## config.mk

```make
export PLATFORM = sky130hd
export DESIGN_NAME = base_arr_arb_skid
export DESIGN_NICKNAME = d
export VERILOG_FILES = /design/src/rtl/base_arr_arb_skid.sv
export SDC_FILE = /design/constraint.sdc
export NUM_CORES = 1
export LEC_CHECK = 0
export ABC_AREA = 0
export CORE_ASPECT_RATIO = 1.25
export CORE_MARGIN = 2
export CORE_UTILIZATION = 51
export DETAILED_ROUTE_END_ITERATION = 16
export MAX_ROUTING_LAYER = met4
export PLACE_DENSITY = 0.84
export SETUP_SLACK_MARGIN = 0.3
export SYNTH_ARGS = -nofsm -noshare
export SYNTH_HDL_FRONTEND = slang
export SYNTH_SLANG_ARGS = --single-unit
```

## constraint.sdc

```tcl
create_clock -name clk -period 2.2 [get_ports clk]
set_input_delay 0.33 -clock clk [delete_from_list [all_inputs] [get_ports clk]]
set_output_delay 0.33 -clock clk [all_outputs]
set_load 0.01 [all_outputs]
```

## src/rtl/base_arr_arb_skid.sv

```systemverilog
// base_arr_arb_skid: muxes the arbiter grant into a 2-entry skid FIFO tagging id/beat and flagging protocol errors
module base_arr_arb_skid #(
    parameter int ways  = 1,
    parameter int width = 8,
    parameter int bcw   = 4,
    parameter int idw   = 1
) (
    input  logic                   clk,
    input  logic                   reset,
    output logic                   arb_r,
    input  logic                   arb_v,
    input  logic [0:ways-1]        arb_s,
    input  logic                   arb_h,
    input  logic [0:ways*width-1]  din,
    input  logic                   o_r,
    output logic                   o_v,
    output logic [0:width-1]       o_d,
    output logic [0:idw-1]         o_id,
    output logic                   o_h,
    output logic [0:bcw-1]         o_beat,
    output logic                   o_err
);
    logic [width-1:0] d_q [2];
    logic [idw-1:0]   id_q [2];
    logic [bcw-1:0]   beat_q [2];
    logic [1:0]       h_q;
    logic [1:0]       cnt_q;
    logic             rd_q, wr_q, lock_q, err_q;
    logic [idw-1:0]   lock_id_q;
    logic [bcw-1:0]   ctr_q, ctr_d;
    logic [width-1:0] sel_d;
    logic [idw-1:0]   id_d;
    logic             bad_d, push, pop;

    assign arb_r  = cnt_q != 2'd2;
    assign o_v    = cnt_q != 2'd0;
    assign push   = arb_v & arb_r;
    assign pop    = o_v & o_r;
    assign o_d    = d_q[rd_q];
    assign o_id   = id_q[rd_q];
    assign o_h    = h_q[rd_q];
    assign o_beat = beat_q[rd_q];
    assign o_err  = err_q;

    // descending scan so the lowest set select bit wins the id
    always_comb begin
        sel_d = '0;
        id_d  = '0;
        for (int i = ways - 1; i >= 0; i--) begin
            sel_d = sel_d | (arb_s[i] ? din[i*width +: width] : '0);
            id_d  = arb_s[i] ? idw'(i) : id_d;
        end
        bad_d = (arb_s == '0) || ($countones(arb_s) > 1) || (lock_q && id_d != lock_id_q);
        ctr_d = !arb_h ? '0 : (&ctr_q ? ctr_q : ctr_q + 1'b1);
    end

    always_ff @(posedge clk) begin
        if (reset) begin
            cnt_q     <= '0;
            rd_q      <= 1'b0;
            wr_q      <= 1'b0;
            lock_q    <= 1'b0;
            lock_id_q <= '0;
            ctr_q     <= '0;
            err_q     <= 1'b0;
            h_q       <= '0;
            for (int k = 0; k < 2; k++) begin
                d_q[k]    <= '0;
                id_q[k]   <= '0;
                beat_q[k] <= '0;
            end
        end else begin
            if (push) begin
                d_q[wr_q]    <= sel_d;
                id_q[wr_q]   <= id_d;
                h_q[wr_q]    <= arb_h;
                beat_q[wr_q] <= ctr_q;
                wr_q         <= ~wr_q;
                ctr_q        <= ctr_d;
                lock_q       <= arb_h;
                lock_id_q    <= id_d;
                err_q        <= err_q | bad_d;
            end
            if (pop)
                rd_q <= ~rd_q;
            cnt_q <= cnt_q + {1'b0, push} - {1'b0, pop};
        end
    end
endmodule

```

# Word-level counts from Yosys, hierarchy flattened
# Memories as Yosys holds them, arrays and structs flattened. A register that Yosys moved wholly into a read port is not among the register bits.
# Index checks and enable logic that the tools add are counted.
# W data, S select, Z words.
# word_totals
romBits	0
ff_bits	11
in_bits	14
latch_bits	0
out_inout_bits	17
ram_bits	24
word_cells	51
n_memories	2
# mem_list
name	words	width	read_ports	rd_ports_with_merged_regs	wr	line	text
d_q	2	8	1	1	2	23	logic [width-1:0] d_q [2];
beat_q	2	4	1	1	2	25	logic [bcw-1:0] beat_q [2];
# classes
eq_ne	2
shift	0
div_mod_pow	0
addsub	3
n_bitwise	6
reduce_logical	6
magnitude_cmp	3
mul	0
mux	23
# op_table
cell	n
$mux W1	16
$mux W8	2
$mux W4	3
$reduce_or A8 Y1	1
$add A4 B1 Y4 const B	1
$lt A1 B2 Y1 const B	2
$ne A2 B2 Y1 const B	2
$reduce_and A4 Y1	1
$reduce_or A4 Y1	1
$not A1 Y1	3
$add A2 B1 Y2	1
$and A1 B1 Y1	2
$bwmux W2	1
$reduce_and A2 Y1	1
$reduce_bool A2 Y1	1
$sub A2 B1 Y2	1
$demux W1 S1	1
$ge A1 B1 Y1 const B	1
$logic_and A1 B1 Y1	1
$or A1 B1 Y1	1

# Depth between registers and ports, before layout
# Gate-level depths: netlist of the first run.
# depth
ltp_word	7
depth_mapped	8
ltp_nobuf	7

# Least setup slack after synthesis of the first run
# OpenSTA, ideal clock, no wires.
# synth_path
path_kind	flip-flop to flip-flop
startpoint	reg cnt_q[1]
endpoint	mem beat_q[1][0], enable pin
stages_incl_launch_ff	6
path_buffers	1
slack_ps	346
setup_ps	383
required_ps	1817
arrival_ps	1471
period_less_slack_ps	1854
path_cell_list	dfxtp_1 -> nor2b_1 -> buf_2 -> clkinv_1 -> nand2_1 -> o21bai_1
# synth_lines
element	line	text
start, declared	27	logic [1:0] cnt_q;
start signal, assigned	86	cnt_q <= cnt_q + {1'b0, push} - {1'b0, pop};
end, declared	25	

# Worst setup path after layout of the first run
# layout_path
startpoint	reg cnt_q[1]
endpoint	out arb_r
# layout_via
elab_chain_len	1
# layout_lines
element	line	text
$ne A2 B2 Y1	35	assign arb_r = cnt_q != 2'd2;
end, declared	10	output logic arb_r,
# No other way between the ends.

==> impl_results.md, run 1 <==
- Dominant combinational cell family by area after synthesis: simple AND/OR/NAND/NOR gates
- Synth Area in Compound Gates: about 7.3%
- Clock slew at the register clock pins of the worst setup and hold paths: ~0.070 ns
- Required time at the endpoint of the critical path: approximately 1.9 ns
- Number of maximum-capacitance constraint violations: 0
- Number of fillers in the final layout: approximately 250
- Residual antenna-violating net count after detailed routing: 0
- Master of the slowest instance on the critical path: clkdlybuf4s50_1
- Synth unique cells: 35
- Net Count, Synth: about 170
- Post-synth design cell area: roughly 1700 um^2
- FF+latch count, synth: 36
- Share of synthesized area occupied by flip-flops and latches: 57.8%
- Wire length of the first global-routing pass: between 5000 and 6000 um
- Startpoint of the worst-slack reg-to-reg timing path: cnt_q[1]
- Time the final worst path needs with I/O delays and setup: ~1.8 ns
- Reported leakage power: just under 0.0009 uW
- Fraction of synthesized cell area taken by the top area cell type: 43.4%
- Hold path endpoint: h_q[1]
- DRT Pass-1 Iters: 4
- Category of the most critical setup path: reg2out
- Area share of xor/xnor cells in the synthesized design: 1.05%
- Filler-free cell count of the finished design: ~220
- Detail-routed net length per standard cell: between 15 and 20 um
- Power per unit of standard cell area: around 950 nW/um^2
- Fraction of final layout cells with drive strength greater than 1: about a fifth
- Vias after detailed routing: between 1,000 and 1,500
- Area grow syn2layout: 27.6%
- Final antenna diode count: 0
- Number of top-level pins: 31
- Routed Wire Length: 3420 um
- Async set-reset flop share out of synthesis: 0%
- H-tree levels: 2
- Vias in the first global route: 1,178
- Path category of the worst min-delay check: reg2reg
- Clock power frac: 28.1%
- Worst setup SP type: flop
- Mux contribution to synthesized area: 8.81%
- Horizontal extent of the die: ~55 um
- Placed Instances: between 200 and 250
- Share of the clock period used by the worst path: a little over four fifths
- Critical-path maximum fanout: 8
- Setup repair after global routing missed its margin: true
- Post-route total power: slightly above 2000 uW
- CTS max path bufs: 2
- Crit path arrival time: 1.50 ns
- Most used DFF post-synth: edfxtp_1
- CP peak stage delay: ~0.5 ns
- Part of the power in registers: between 40 and 50%
- Post-detailed-route via-to-cell ratio: 5.54
- Synthesized area divided by synthesized cell count: 11.1 um^2
- Switching component of the power: 554 uW
- Total grt overflow: 0
- Final layout net count: around 200
- Floorplan row count: 23
- Final weighted congestion in routability-driven placement: 0.846
- Overall die height: ~68 um
- Clock Skew: about 0.0055 ns
- Sw Share: a little over a quarter
- Status: finished clean
- Slew Viols, Final: 0
- IR Drop Worst-Case VDD: 0.736 mV
- Sinks on Clock Net: 36
- Latest clock arrival within the worst-skew pair: 0.29 ns
- Buffer type at the clock tree root: clkbuf_8
- Worst Hold Depth: 2
- Area inside the core boundary: ~3200 um^2
- Reg-to-reg setup timing slack: between 0.5 and 0.6 ns
- Most used cells in the layout excluding fill and tap cells: 27 x nor2_1, 24 x edfxtp_1, 17 x clkdlybuf4s50_1
- Count of endpoints failing hold in the final timing report: 0
- Count of unresolved DRC violations after routing: 0
- Most common cell after layout, fill and taps aside: nor2_1
- Placement-stage worst setup slack: ~0.19 ns
- Register-to-Register Path Depth: 4
- Startpoint of the lowest-slack hold path: h_q[1]
- Reg-to-Reg End: d_q[0][1]
- Total routing usage reported by global routing: a little over a fifth
- Worst path cell trace: nor2b_2, clkinv_2, clkdlybuf4s50_1
- Total negative setup slack: 0 ns
- Number of DRC violations after detailed-routing iteration 0: 53
- Synthesized-area fraction occupied by adder cells: roughly 1.5%
- Number of antenna violations at the first check in global routing: 0
- Starting density of the core: roughly 52%
- Number of buffers inserted during clock tree synthesis: 5
- Synthesized-area fraction occupied by and/or/nand/nor cells: 17.7%
- CP endpoint kind: primary output
- Number of endpoints failing setup at the final stage: 0
- Number of warnings issued by yosys: 0
- DIE AREA: between 3000 and 4000 um^2
- Number of instances in the synthesized netlist: 150
- Count of port buffers added during placement: 29
- PnR worst setup slack: between 0.3 and 0.4 ns
- Detailed Place HPWL: 2340 um
- Pin count of the biggest net entering global routing: 14
- Synth area leaders: edfxtp_1 43%, dfxtp_1 14%, mux2_2 8.8%
- CTS tree: done
- Number of synthesized flops with an enable pin: 24
- Int Power: between 1000 and 1500 uW
- Final hold slack: ~0.5 ns
- Maximum clock frequency: ~550 MHz
- Post-synth top area cell: edfxtp_1
- Post-cts hold buffer count: 0
- Part of the power in combinational logic: 29.0%
==> flip-flops by register name, summed over array words and instances, names as in the netlist, named ones only <==
| name | flops |
|---|---|
| beat_q | 8 |
| o_err | 1 |
| rd_q | 1 |
| ctr_q | 4 |
| wr_q | 1 |
| cnt_q | 2 |
| d_q | 16 |
| h_q | 2 |
==> worst max path at each step <==
stage | from | to | slack (ns) | cells past startpoint
3_3_place_gp | arb_v | d_q[0][2] | 0.26 | 4
5_1_grt | cnt_q[1] | arb_r | 0.27 | 3
3_5_place_dp | arb_v | d_q[0][2] | 0.19 | 4
4_1_cts | flop | o_d[1] | 0.30 | 3
2_1_floorplan | cnt_q[1] | beat_q[1][0] | 0.35 | 5
6_report | cnt_q[1] | arb_r | 0.37 | 3
==> routing by layer <==
metal | share of wire (%) | vias up | GRT usage, % | wire, um
met5 | 0 | - | - | 0
met3 | 5.5 | 4 | 6.11 | 188
li1 | - | 606 | - | -
met1 | 39 | 592 | 22.5 | 1320
met4 | 1.2 | 0 | 7.62 | 40
met2 | 55 | 39 | 36.5 | 1870
==> cells in the mapped netlist (3+ instances only) <==
cell and n:
a21oi_1 5, a31oi_1 3, buf_6 3, dfxtp_1 12, edfxtp_1 24, inv_1 6, mux2_2 13, nand2_1 11
nand2b_1 3, nand3_1 3, nor2_1 27, nor2b_1 3, o21ai_0 3, o31ai_1 5, or4_1 4
==> power groups by stage <==
stage               combinational (uW)  sequential, uW  clock (uW)
floorplan                          329             865           0
global placement                   559             868           0
detailed placement                 580             877           0
CTS                                594             867         578
global route                       640             880         605
finish                             585             868         567
==> kinds of logic (layout without fill, tap and decap cells) <==
group           after synthesis  in the layout
simple gates                 60             60
flops                        36             36
compound gates               19             19
buf+inv                      17             54
mux                          13             13
fa+ha+maj                     2              2
xor+xnor                      2              2
other cells                   1              1
==> per-stage QoR <==
step | utilization [%] | instance area [um^2]
global route | 67.0 | 2120
global placement | 62.6 | 1980
detailed placement | 62.6 | 1980
finish | 67.0 | 2120
CTS | 66.6 | 2110
floorplan | - | 1660
==> area by class of cell <==
type | instances | area [um^2] | area share [%]
clock inverter | 2 | 35.0 | 1.65
tap | 37 | 46.3 | 2.18
multi-input combinational | 97 | 611 | 28.8
inverter | 8 | 31.3 | 1.48
timing repair buffer | 38 | 362 | 17.1
sequential | 36 | 962 | 45.4
clock buffer | 6 | 72.6 | 3.42
==> timing repair <==
item / 4_1_cts / 5_1_grt
hold endpoints to repair: 0 / 0
setup buffers: 3 / 0
resized for setup: 11 / 5
setup endpoints to repair: 13 / 5
==> critical path, delay by kind of cell (launching register included) <==
family	cells	cell delay, ns
AND/OR/NAND/NOR	1	0.20
flip-flops	1	0.37
buffers and inverters	2	0.64
(Power assumes the default switching activity.)
==> run 2, diff against run 1 <==
- clock period: 2.2 -> 1.7 ns (I/O delays scaled with it)
==> impl_results.md, run 2 (synthesis gave the netlist of run 1 again) <==
- Status: finished clean
- Count of port buffers added during placement: 29 (unchanged)
- Number of flip-flops in the largest register: 16 (unchanged)
- IR Drop Worst-Case VDD: 1.02 mV (+39%)
- Overall die height: 67.8 um (unchanged)
- Wire length of the first global-routing pass: 7220 um (+37%)
- Worst path cell trace: buf_12, buf_16, mux2_4, buf_6
- Starting density of the core: 52.5% (unchanged)
- Largest registers: d_q (16), beat_q (8), ctr_q (4)
- Post-layout util: 88.8% (+22 points)
- Placed Instances: 221 (+3.8%)
- PnR worst setup slack: 0.0868 ns (-0.280 ns)
- Residual antenna-violating net count after detailed routing: 0 (unchanged)
- Post-layout instance area: 2810 um^2 (+33%)
- Number of endpoints failing setup at the final stage: 0 (unchanged)
- Buffer type at the clock tree root: clkbuf_8
- Number of DRC violations after detailed-routing iteration 0: 51 (-3.8%)
- Pin count of the biggest net entering global routing: 13 (-1)
- Number of maximum-capacitance constraint violations: 0 (unchanged)
- Horizontal extent of the die: 55.1 um (unchanged)
- Number of buffers inserted during clock tree synthesis: 5 (unchanged)
- Number of antenna violations at the first check in global routing: 0 (unchanged)
- Filler-free cell count of the finished design: 253 (+13%)
- Vias after detailed routing: 1,523 (+23%)
- Number of fillers in the final layout: 142 (-43%)
- Largest Register: d_q
- Critical-path maximum fanout: 6 (-2)
- Time the final worst path needs with I/O delays and setup: about 1.6 ns
- Placement-stage worst setup slack: -0.107 ns (-0.294 ns)
- Post-cts hold buffer count: 0 (unchanged)
- Final weighted congestion in routability-driven placement: 0.752 (-11%)
- Final layout net count: 231 (+14%)
- Post-detailed-route via-to-cell ratio: 6.02 (+8.7%)
- Area inside the core boundary: 3170 um^2 (unchanged)
- Path category of the worst min-delay check: in2reg
- Total grt overflow: 0 (unchanged)
- DRT Pass-1 Iters: 4 (unchanged)
- Floorplan row count: 23 (unchanged)
- CP peak stage delay: 0.36 ns (-0.14 ns)
- Power per unit of standard cell area: 1170 nW/um^2 (+23%)
- Maximum clock frequency: ~620 MHz
- Post-route total power: 3290 uW (+63%)
- Detailed Place HPWL: 2540 um (+8.5%)
- DIE AREA: 3730 um^2 (unchanged)
- Total routing usage reported by global routing: 30.0% (+8.9 points)
- Final antenna diode count: 0 (unchanged)
- Required time at the endpoint of the critical path: 1.44 ns (-0.43 ns)
- Detail-routed net length per standard cell: 22.6 um (+48%)
- Reported leakage power: 0.00111 uW (+25%)
- Vias in the first global route: 1,494 (+27%)
- Slew Viols, Final: 0 (unchanged)
- Most common cell after layout, fill and taps aside: edfxtp_1
- H-tree levels: 2 (unchanged)
- Clock slew at the register clock pins of the worst setup and hold paths: 0.07 ns (about the same)
- Worst setup SP type: flop
- Sinks on Clock Net: 36 (unchanged)
- Area grow syn2layout: 69.1%
- Latest clock arrival within the worst-skew pair: 0.31 ns (+0.02 ns)
- Routed Wire Length: 5710 um (+67%)
- Most used cells in the layout excluding fill and tap cells: 24 x edfxtp_1, 20 x buf_6, 19 x buf_4
- Area post-placement: 2120 um^2 (+6.9%)
- Number of top-level pins: 31 (unchanged)
- CTS max path bufs: 2 (unchanged)
- Combined flip-flop and latch cell area: 975 um^2 (+1.3%)
- Share of the clock period used by the worst path: between 90 and 100%
- CTS tree: done
- Setup repair after global routing missed its margin: true
- Area occupied by multi-input gates: 916 um^2 (+50%)
- Clock Skew: 0.0138 ns (+0.00831 ns)
- Crit path arrival time: 1.36 ns (-0.14 ns)
- Master of the slowest instance on the critical path: dfxtp_4
- Category of the most critical setup path: reg2out
- Count of unresolved DRC violations after routing: 0 (unchanged)
- Count of endpoints failing hold in the final timing report: 0 (unchanged)
- Fraction of final layout cells with drive strength greater than 1: 56.5% (+37 points)
- CP endpoint kind: primary output
run 2: routing by layer:
| metal | routed length (um) | GRT usage [%] |
|---|---|---|
| met1 | 1900 | 29.4 |
| met2 | 3100 | 51.5 |
| met3 | 370 | 8.73 |
| met4 | 342 | 17.1 |
| met5 | 0 | - |
run 2: repair_timing:
action / 4_1_cts / 5_1_grt
setup endpoints to repair: 57 / 68
endpoints found under the hold margin: 0 / 0
pin swaps: 14 / 13
gates resized for setup: 122 / 42
setup buffers: 13 / 5
gates cloned: 5 / 1
run 2: final timing paths:
check	cells past startpoint	end	from	slack [ns]
max	4	o_beat[0]	flop	0.09
min	3	flop	reset	0.48
max reg2reg	6	cnt_q[1]	cnt_q[1]	0.17
min reg2reg	2	h_q[0]	h_q[0]	0.49
run 2: final cells by class:
cell class,instances,share of cell area [%]
tap,37,1.65
multi-input combinational,98,32.6
inverter,8,1.51
sequential,36,34.7
clock buffer,6,2.58
clock inverter,2,0.267
timing repair buffer,66,26.7
run 2: where the power goes:
group	leakage, uW	switching (uW)	internal (uW)
logic	0.000708	642	889
registers	0.000357	87.7	1070
clock network	0.0000403	318	279
total	0.00111	1050	2240
run 2: per-stage QoR:
step	hold slack (ns)	TNS, ns
4_1_cts	0.478	0
2_1_floorplan	0.319	0
3_5_place_dp	0.468	-1.52
5_1_grt	0.518	0
6_report	0.480	0
3_3_place_gp	0.454	-0.212
run 2: worst max-delay path, delay by kind of cell (launching register included):
kind	cells	cell delay, ns
buffers and inverters	3	0.38
DFF	1	0.36
muxes	1	0.31
